`src/rtl/btn_debounce_bank_if.sv`:
```
// Button bank bus: raw pins and repeat mask in, debounced level and strobes out.
// Latency: none (wires only).
// Backpressure: none; outputs are level/strobe signals consumed every cycle.
interface btn_debounce_bank_if #(
  parameter int N_BTN = 5
);
  logic [N_BTN-1:0] i_buttons;
  logic [N_BTN-1:0] i_repeat_mask;
  logic [N_BTN-1:0] o_level;
  logic [N_BTN-1:0] o_pulse;
  logic             o_any;

  modport master (
    output i_buttons, i_repeat_mask,
    input  o_level, o_pulse, o_any
  );

  modport slave (
    input  i_buttons, i_repeat_mask,
    output o_level, o_pulse, o_any
  );
endinterface

```
`src/rtl/btn_debounce_bank.sv`:
```
// N-channel button conditioner: 2-flop sync, stability-count debounce, press/auto-repeat strobe.
// Latency: clean edge -> o_level/o_pulse after 2+STABLE_CYCLES clocks; repeats every REPEAT_PERIOD.
// Backpressure: none. Define BTN_DEBOUNCE_ONEHOT_EN to keep only the lowest-index strobe per cycle.
module btn_debounce_bank #(
  parameter int N_BTN         = 5,
  parameter int STABLE_CYCLES = 500000,
  parameter int REPEAT_DELAY  = 50000000,
  parameter int REPEAT_PERIOD = 10000000
) (
  input logic                clk,
  input logic                rst,
  btn_debounce_bank_if.slave bus
);

  localparam int DCW  = $clog2(STABLE_CYCLES + 1);
  localparam int RMAX = (REPEAT_DELAY > REPEAT_PERIOD) ? REPEAT_DELAY : REPEAT_PERIOD;
  localparam int RCW  = $clog2(RMAX + 1);
  localparam logic [DCW-1:0] DC_LAST = DCW'(STABLE_CYCLES - 1);
  localparam logic [RCW-1:0] RD_LAST = RCW'(REPEAT_DELAY - 1);
  localparam logic [RCW-1:0] RP_LAST = RCW'(REPEAT_PERIOD - 1);

  typedef enum logic [1:0] {ST_IDLE, ST_HOLD, ST_DELAY, ST_REPEAT} state_e;

  logic [N_BTN-1:0] sync1_q, sync1_d;
  logic [N_BTN-1:0] s_q, s_d;
  logic [N_BTN-1:0] level_q, level_d;
  logic [N_BTN-1:0] cand;
  logic [N_BTN-1:0] pulse_q, pulse_d;
  logic             any_q, any_d;

  // Two-stage synchroniser; nothing else looks at the raw pins.
  always_comb begin
    sync1_d = bus.i_buttons;
    s_d     = sync1_q;
  end

  for (genvar g = 0; g < N_BTN; g++) begin : g_ch
    logic [DCW-1:0] dc_q, dc_d;
    logic [RCW-1:0] rc_q, rc_d;
    state_e         st_q, st_d;
    logic           lvl_d;
    logic           cand_c;
    logic           rise, fall;

    // Debounce: accept the synchronised level after STABLE_CYCLES consecutive differing cycles.
    always_comb begin
      dc_d  = '0;
      lvl_d = level_q[g];
      if (s_q[g] != level_q[g]) begin
        if (dc_q == DC_LAST) begin
          lvl_d = s_q[g];
        end else begin
          dc_d = dc_q + DCW'(1);
        end
      end
    end

    // Repeat FSM: press strobe on the rising level, then delayed/periodic strobes while held and masked in.
    always_comb begin
      st_d   = st_q;
      rc_d   = rc_q;
      cand_c = 1'b0;
      rise   = !level_q[g] && lvl_d;
      fall   = level_q[g] && !lvl_d;
      case (st_q)
        ST_IDLE: begin
          if (rise) begin
            cand_c = 1'b1;
            rc_d   = '0;
            st_d   = bus.i_repeat_mask[g] ? ST_DELAY : ST_HOLD;
          end
        end
        ST_HOLD: begin
          if (fall) st_d = ST_IDLE;
        end
        ST_DELAY, ST_REPEAT: begin
          // Release wins over a coinciding repeat; a dropped mask parks the channel until re-press.
          if (fall) begin
            st_d = ST_IDLE;
            rc_d = '0;
          end else if (!bus.i_repeat_mask[g]) begin
            st_d = ST_HOLD;
            rc_d = '0;
          end else if (rc_q == ((st_q == ST_DELAY) ? RD_LAST : RP_LAST)) begin
            cand_c = 1'b1;
            rc_d   = '0;
            st_d   = ST_REPEAT;
          end else begin
            rc_d = rc_q + RCW'(1);
          end
        end
        default: begin
          st_d = ST_IDLE;
          rc_d = '0;
        end
      endcase
    end

    assign level_d[g] = lvl_d;
    assign cand[g]    = cand_c;

    // Per-channel counters and FSM state.
    always_ff @(posedge clk or negedge rst) begin
      if (!rst) begin
        dc_q <= '0;
        rc_q <= '0;
        st_q <= ST_IDLE;
      end else begin
        dc_q <= dc_d;
        rc_q <= rc_d;
        st_q <= st_d;
      end
    end
  end

  // Strobe selection: pass all candidates, or keep only the lowest index when one-hot is required.
  always_comb begin
    pulse_d = cand;
`ifdef BTN_DEBOUNCE_ONEHOT_EN
    pulse_d = cand & (~cand + N_BTN'(1));
`endif
    any_d = |pulse_d;
  end

  // Shared registers: synchroniser, debounced level and output strobes.
  always_ff @(posedge clk or negedge rst) begin
    if (!rst) begin
      sync1_q <= '0;
      s_q     <= '0;
      level_q <= '0;
      pulse_q <= '0;
      any_q   <= 1'b0;
    end else begin
      sync1_q <= sync1_d;
      s_q     <= s_d;
      level_q <= level_d;
      pulse_q <= pulse_d;
      any_q   <= any_d;
    end
  end

  assign bus.o_level = level_q;
  assign bus.o_pulse = pulse_q;
  assign bus.o_any   = any_q;

endmodule

```
`src/flat_wrapper.sv`:
```
// flat-port wrapper written by rule: the top's interface ports become plain ports
module btn_debounce_bank_flat 
#(
  parameter int N_BTN         = 5,
  parameter int STABLE_CYCLES = 500000,
  parameter int REPEAT_DELAY  = 50000000,
  parameter int REPEAT_PERIOD = 10000000
)
  (clk, rst, bus_i_buttons, bus_i_repeat_mask, bus_o_level, bus_o_pulse, bus_o_any);
  btn_debounce_bank_if #(.N_BTN(N_BTN)) bus_i ();
  input logic clk;
  input logic rst;
  input wire logic [$bits(bus_i.i_buttons)-1:0] bus_i_buttons;
  input wire logic [$bits(bus_i.i_repeat_mask)-1:0] bus_i_repeat_mask;
  output wire logic [$bits(bus_i.o_level)-1:0] bus_o_level;
  output wire logic [$bits(bus_i.o_pulse)-1:0] bus_o_pulse;
  output wire logic [$bits(bus_i.o_any)-1:0] bus_o_any;
  assign bus_i.i_buttons = bus_i_buttons;
  assign bus_i.i_repeat_mask = bus_i_repeat_mask;
  assign bus_o_level = bus_i.o_level;
  assign bus_o_pulse = bus_i.o_pulse;
  assign bus_o_any = bus_i.o_any;
  btn_debounce_bank #(.N_BTN(N_BTN), .STABLE_CYCLES(STABLE_CYCLES), .REPEAT_DELAY(REPEAT_DELAY), .REPEAT_PERIOD(REPEAT_PERIOD)) u_core (.clk(clk), .rst(rst), .bus(bus_i));
endmodule
```
`config.mk`:
```
export PLATFORM = sky130hd
export DESIGN_NAME = btn_debounce_bank_flat
export DESIGN_NICKNAME = d
export VERILOG_FILES = /design/src/rtl/btn_debounce_bank_if.sv /design/src/rtl/btn_debounce_bank.sv /design/src/flat_wrapper.sv
export SDC_FILE = /design/constraint.sdc
export NUM_CORES = 1
export LEC_CHECK = 0
export ABC_AREA = 1
export ABC_CLOCK_PERIOD_IN_PS = 2800
export CORE_MARGIN = 1.5
export CORE_UTILIZATION = 30
export CTS_CLUSTER_SIZE = 25
export DETAILED_ROUTE_END_ITERATION = 8
export GPL_TIMING_DRIVEN = 0
export PLACE_DENSITY = 0.5
export SLEW_MARGIN = 20
export SYNTH_ARGS = -nofsm -noshare
export SYNTH_HDL_FRONTEND = slang
export SYNTH_SLANG_ARGS = --single-unit
```
`constraint.sdc`:
```
create_clock -name clk -period 2.8 [get_ports clk]
set_input_delay 0.28 -clock clk [delete_from_list [all_inputs] [get_ports clk]]
set_output_delay 0.28 -clock clk [all_outputs]
set_load 0.05 [all_outputs]
```
* After elaboration in Yosys (flattened, before gate mapping)
Cells that the tools add are included.
** Cells by class
- Bitwise logic cells :: 0
- Multiply operators :: 0
- Shift operators :: 0
- Div/mod/pow operators :: 0
- Eq/ne operators :: 45
- Magnitude comparators :: 0
- $add $sub $neg :: 10
- Mux-type cells :: 110
- Reductions and logical operators :: 46
** Operator list (count)
- $mux W26 :: 25
- $pmux W26 S2 :: 5
- $mux W19 :: 10
- $add A26 B1 Y26 const B :: 5
- $eq A26 B26 Y1 :: 5
- $add A19 B1 Y19 const B :: 5
- $eq A19 B19 Y1 const B :: 5
- $mux W2 :: 30
- $mux W1 :: 30
- $pmux W2 S3 :: 5
- $eq A2 B2 Y1 const B :: 10
- $ne A2 B1 Y1 const B :: 10
- $ne A4 B2 Y1 const B :: 5
- $reduce_and A3 Y1 :: 5
- $eq A2 B1 Y1 const B :: 5
- $logic_and A1 B1 Y1 :: 10
- $logic_not A1 Y1 :: 10
- $logic_not A2 Y1 :: 5
- $pmux W1 S2 :: 5
- $reduce_and A2 Y1 :: 5
- $reduce_bool A2 Y1 :: 5
- $reduce_or A2 Y1 :: 5
- $ne A1 B1 Y1 :: 5
- $reduce_or A5 Y1 :: 1
** Word-level totals
- Output and inout bits :: 11
- Word-level logic and storage cells :: 231
- Bits in latches :: 0
- Memories :: 0
- Memory bits (writable) :: 0
- Register bits :: 256
- ROM bits :: 0
- Bits of input ports :: 12

* Depth between registers and ports, before layout
- Depth in word-level cells :: 8
- Depth in mapped cells :: 13
- Depth with buffers taken out :: 13

* Least setup slack after synthesis
Ideal clock, no wire load.
- Kind :: reg2reg
- From :: register u_core.level_q[3] (netlist: u_core.bus.o_level[3])
- To :: register u_core.g_ch[3].dc_q[18]
- Cell stages (with the launch flop) :: 8
- Buffers on the path :: 0
- Arrival :: 1686 ps
- Required time :: 2723 ps
- Period minus slack after synthesis :: 1763 ps
- Path slack :: 1037 ps
- Library setup time :: 77 ps
- Path through :: dfrtp_1 > inv_1 > nor2_1 > nor2_1 > nor2_1 > inv_2 > o21bai_1 > a21oi_1
** Between the ends
- Longest elaborated chain between the ends :: 2
** Ends and longest elaborated chain
- start: declaration :: RTL line btn_debounce_bank.sv:26 : logic [N_BTN-1:0] level_q, level_d;
- start signal: assignment :: RTL line btn_debounce_bank.sv:136 : level_q <= level_d;
- $ne A1 B1 Y1 :: RTL line btn_debounce_bank.sv:49 : if (s_q[g] != level_q[g]) begin
- $mux W19 :: RTL line btn_debounce_bank.sv:49
- named net u_core.g_ch[3].dc_d[18] :: RTL line btn_debounce_bank.sv:38 : logic [DCW-1:0] dc_q, dc_d;
- end signal: assignment :: RTL line btn_debounce_bank.sv:105 : dc_q <= '0;
- end signal: assignment :: RTL line btn_debounce_bank.sv:109 : dc_q <= dc_d;
- end: declaration :: RTL line btn_debounce_bank.sv:38
The timed path passes the listed nets, and every way through them passes these cells.
A chain may end at the register's enable or synchronous reset.

* Worst setup path after layout
- From :: register u_core.g_ch[4].rc_q[0]
- To :: register u_core.any_q (netlist: u_core.bus.o_any)
** Between the ends
- Longest elaborated chain between the ends :: 6
** Ends and longest elaborated chain
- start: declaration :: RTL line btn_debounce_bank.sv:39 : logic [RCW-1:0] rc_q, rc_d;
- start signal: assignment :: RTL line btn_debounce_bank.sv:110 : rc_q <= rc_d;
- $eq A26 B26 Y1 :: RTL line btn_debounce_bank.sv:84 : end else if (rc_q == ((st_q == ST_DELAY) ? RD_LAST : RP_LAST)) begin
- $mux W1 :: RTL line btn_debounce_bank.sv:84
- $mux W1 :: RTL line btn_debounce_bank.sv:81 : end else if (!bus.i_repeat_mask[g]) begin
- $mux W1 :: RTL line btn_debounce_bank.sv:78 : if (fall) begin
- $pmux W1 S2 :: RTL line btn_debounce_bank.sv:65 : case (st_q)
- named net u_core.g_ch[4].cand_c :: RTL line btn_debounce_bank.sv:42 : logic cand_c;
- $reduce_or A5 Y1 :: RTL line btn_debounce_bank.sv:122 : any_d = |pulse_d;
- named net u_core.any_d :: RTL line btn_debounce_bank.sv:29 : logic any_q, any_d;
- end signal: assignment :: RTL line btn_debounce_bank.sv:138 : any_q <= any_d;
- end: declaration :: RTL line btn_debounce_bank.sv:29
The timed path passes the listed nets, and every way through them passes these cells.

==> impl_metrics.env <==
export IMPL_clock_latency_ns=0.55
export IMPL_core_um2=53600
export IMPL_die_x_um=235.5
export IMPL_yosys_area_top_type="dfrtp_1"
export IMPL_worstSetupEndpointType="register"
export IMPL_slew_headroom=0.5154
export IMPL_start_util=0.3026
export IMPL_irDropWorstVdd_mv=0.3928
export IMPL_cts_max_level=2
export IMPL_place_area_um2=17390
export IMPL_syn_nets=2414
export IMPL_nets=2476
export IMPL_drc=0
export IMPL_yosys_top_cells_count="578 x nand2_1, 458 x nor2_1, 301 x inv_1, 256 x dfrtp_1, 236 x nand3_1"
export IMPL_powerDensity_nw_per_um2=598.0
export IMPL_run_status="finished clean"
export IMPL_wl_um=44630
export IMPL_use_met2=0.2611
export IMPL_synth_area_um2=16220
export IMPL_grt_pass1_vias=14800
export IMPL_cts_buffers=35
export IMPL_stdcell_area_um2=18570
export IMPL_hp_class="in2reg"
export IMPL_cts_clk_slew_worst_paths_ns=0.06
export IMPL_critical_path_class="reg2reg"
export IMPL_final_cells=3174
export IMPL_cp_max_fo=6
export IMPL_cts_tree="built"
export IMPL_rsz0062_at_grt="false"
export IMPL_combPwrFrac=0.183
export IMPL_wl_per_cell_um=14.06
export IMPL_io_pins=23
export IMPL_power_leakage_uw=0.008238
export IMPL_synthDistinctLibCells=50
export IMPL_overflow=0
export IMPL_fillers=5832
export IMPL_crit_arrival_ns=2.91
export IMPL_grt_pass1_wl_um=74800
export IMPL_antenna_found_initial=0
export IMPL_setup_ws_ns=0.3721
export IMPL_hpwlAfterDp_um=32690
export IMPL_die_h_um=235.5
export IMPL_slew_viol_final=0
export IMPL_cp_start_kind="register"
export IMPL_synthCells=2392
export IMPL_synthFlopType="dfrtp_1"
export IMPL_fin_tns_setup_ns=0
export IMPL_seq_area_frac_synth=0.3949
export IMPL_worst_pin_slew_ns=0.7193
export IMPL_grt_start_max_net_pins=83
export IMPL_gp_congestion=0.8953
export IMPL_die_area_um2=55480
export IMPL_max_cap_violations=0
export IMPL_fmax_mhz=411.9
export IMPL_finalClockSkew_ns=0.02949
export IMPL_finalCritPeriodShare=0.8671
export IMPL_area_delta_synth_final_pct=14.50
export IMPL_firstDrtPassIters=5
export IMPL_gr_max_usage_layer="met2"
export IMPL_holdWs_ns=0.1694
export IMPL_synth_edf_count=0
export IMPL_synth_top_area_frac=0.3949
export IMPL_fin_crit_ns=2.428
export IMPL_p_seq_frac=0.401
export IMPL_vias=15380
export IMPL_clockBufferDepth=3
export IMPL_synthTopCellsByArea="dfrtp_1 39%, nand2_1 13%, nor2_1 11%"
export IMPL_yosysMostFrequentCell="nand2_1"
export IMPL_p_int_uw=7539
export IMPL_crit_required_ns=3.28
export IMPL_power_switching_uw=3568
export IMPL_dp_slack_ns=0.1466
export IMPL_numPlacedInstances=3112
export IMPL_viasPerCell=4.845
export IMPL_grt_met3_usage=0.02263
export IMPL_diodes=0
export IMPL_grtUsageTotal=0.1616
export IMPL_p_clk_frac=0.415
export IMPL_drt_iter0_markers=1077
export IMPL_ys_ff_latch=256
export IMPL_ys_warnings_count=0
export IMPL_hold_viol=0
export IMPL_async_flop_share=1.000
export IMPL_final_layout_size_suffix_gt1_frac=0.06901
export IMPL_switching_share=0.3212
export IMPL_cts_root_buf="clkbuf_16"
export IMPL_clock_sinks=256
export IMPL_io_buffer_count=21
export IMPL_synth_avg_cell_area_um2=6.782
export IMPL_use_met1=0.2219
export IMPL_rows=85
export IMPL_ant_nets=0
export IMPL_setup_viol=0
[critical path: stages, from the launching register on]
cell and delay (ns):
dfrtp_1 0.39, ha_1 0.27, nand3_1 0.10, nor2_1 0.50, inv_1 0.12, nor2_1 0.12, nand3_1 0.14, o21ai_1 0.42
nor2_1 0.18, nand3_1 0.12
[metrics by stage]
stage | power (µW) | util
final | 11110 | 0.3465
after global routing | 11780 | 0.3465
after floorplan | 5859 | -
after global placement | 6518 | 0.3228
after detailed placement | 6551 | 0.3244
after CTS | 11320 | 0.3465
[layout by cell type (no fill, tap or decap), types with 7 or more instances in the layout]
cell type,n
nand2_1,578
nor2_1,458
inv_1,301
dfrtp_1,256
nand3_1,236
nand4_1,82
o21ai_0,76
a21oi_1,75
nor3_1,71
xor2_1,40
clkbuf_16,36
clkdlybuf4s50_1,20
nand2_2,19
nor2_2,17
buf_2,16
a211oi_1,13
clkbuf_1,13
o21ai_1,12
nor4_1,11
nand3b_1,10
ha_1,10
nor2_4,9
clkinv_2,9
inv_2,8
xnor2_1,8
o22ai_1,7
buf_6,7
[worst paths after layout]
| path | start | endpoint | slack (ns) | cells after the start |
|---|---|---|---|---|
| hold / removal | bus_i_buttons[4] | u_core.s_d[4] | 0.17 | 1 |
| hold reg to reg | u_core.s_d[1] | u_core.s_q[1] | 0.35 | 0 |
| setup / recovery | u_core.g_ch[4].rc_q[0] | u_core.bus.o_any | 0.37 | 9 |
| setup reg to reg | u_core.g_ch[4].rc_q[0] | u_core.bus.o_any | 0.37 | 9 |
| min in group asynchronous | rst | u_core.g_ch[3].rc_q[21] | 0.23 | 2 |
| max in group asynchronous | rst | u_core.g_ch[0].rc_q[12] | 1.15 | 5 |
[area by class of cell]
| type | instances | area [µm²] | share of cell area |
|---|---|---|---|
| Buffer | 39 | 237.7 | 0.01280 |
| Inverter | 313 | 1177 | 0.06339 |
| Multi-Input combinational cell | 1784 | 8401 | 0.4523 |
| Sequential cell | 256 | 6406 | 0.3449 |
| Clock inverter | 16 | 198.9 | 0.01071 |
| Tap cell | 696 | 870.8 | 0.04688 |
| Clock buffer | 45 | 974.7 | 0.05248 |
| Timing Repair Buffer | 25 | 307.8 | 0.01657 |
[sequential cells by signal, indices dropped and copies added (netlist names)]
| name | cells |
|---|---|
| u_core.g_ch.st_q | 10 |
| u_core.g_ch.dc_q | 95 |
| u_core.bus.o_pulse | 5 |
| u_core.bus.o_level | 5 |
| u_core.g_ch.rc_q | 130 |
| u_core.s_q | 5 |
| u_core.s_d | 5 |
| u_core.bus.o_any | 1 |
[logic make-up after synthesis]
group | synth area share
simple gates | 0.4167
compound gates | 0.06757
xor+xnor | 0.02592
flops | 0.3949
fa+ha+maj | 0.007713
buf+inv | 0.08724
[power groups by stage]
| stage | Clock [µW] | Combinational, µW | Sequential, µW |
|---|---|---|---|
| 2_1_floorplan | 0 | 1480 | 4380 |
| 3_3_place_gp | 0 | 2000 | 4520 |
| 3_5_place_dp | 0 | 2040 | 4510 |
| 4_1_cts | 4820 | 2050 | 4450 |
| 5_1_grt | 4940 | 2330 | 4520 |
| 6_report | 4610 | 2040 | 4460 |
[what timing repair did]
action,in CTS,in global routing
buffers inserted,0,0
setup endpoints to repair,0,1
hold buffers,1,0
resized for setup,0,1
hold endpoints to repair,37,0
[routing by layer]
layer	wire length, µm	share of wire	vias up
li1	-	-	7849
met1	21590	0.48	7173
met2	20180	0.45	286
met3	1757	0.039	69
met4	1105	0.025	0
met5	0	0	-
(Power assumes the default switching activity.)
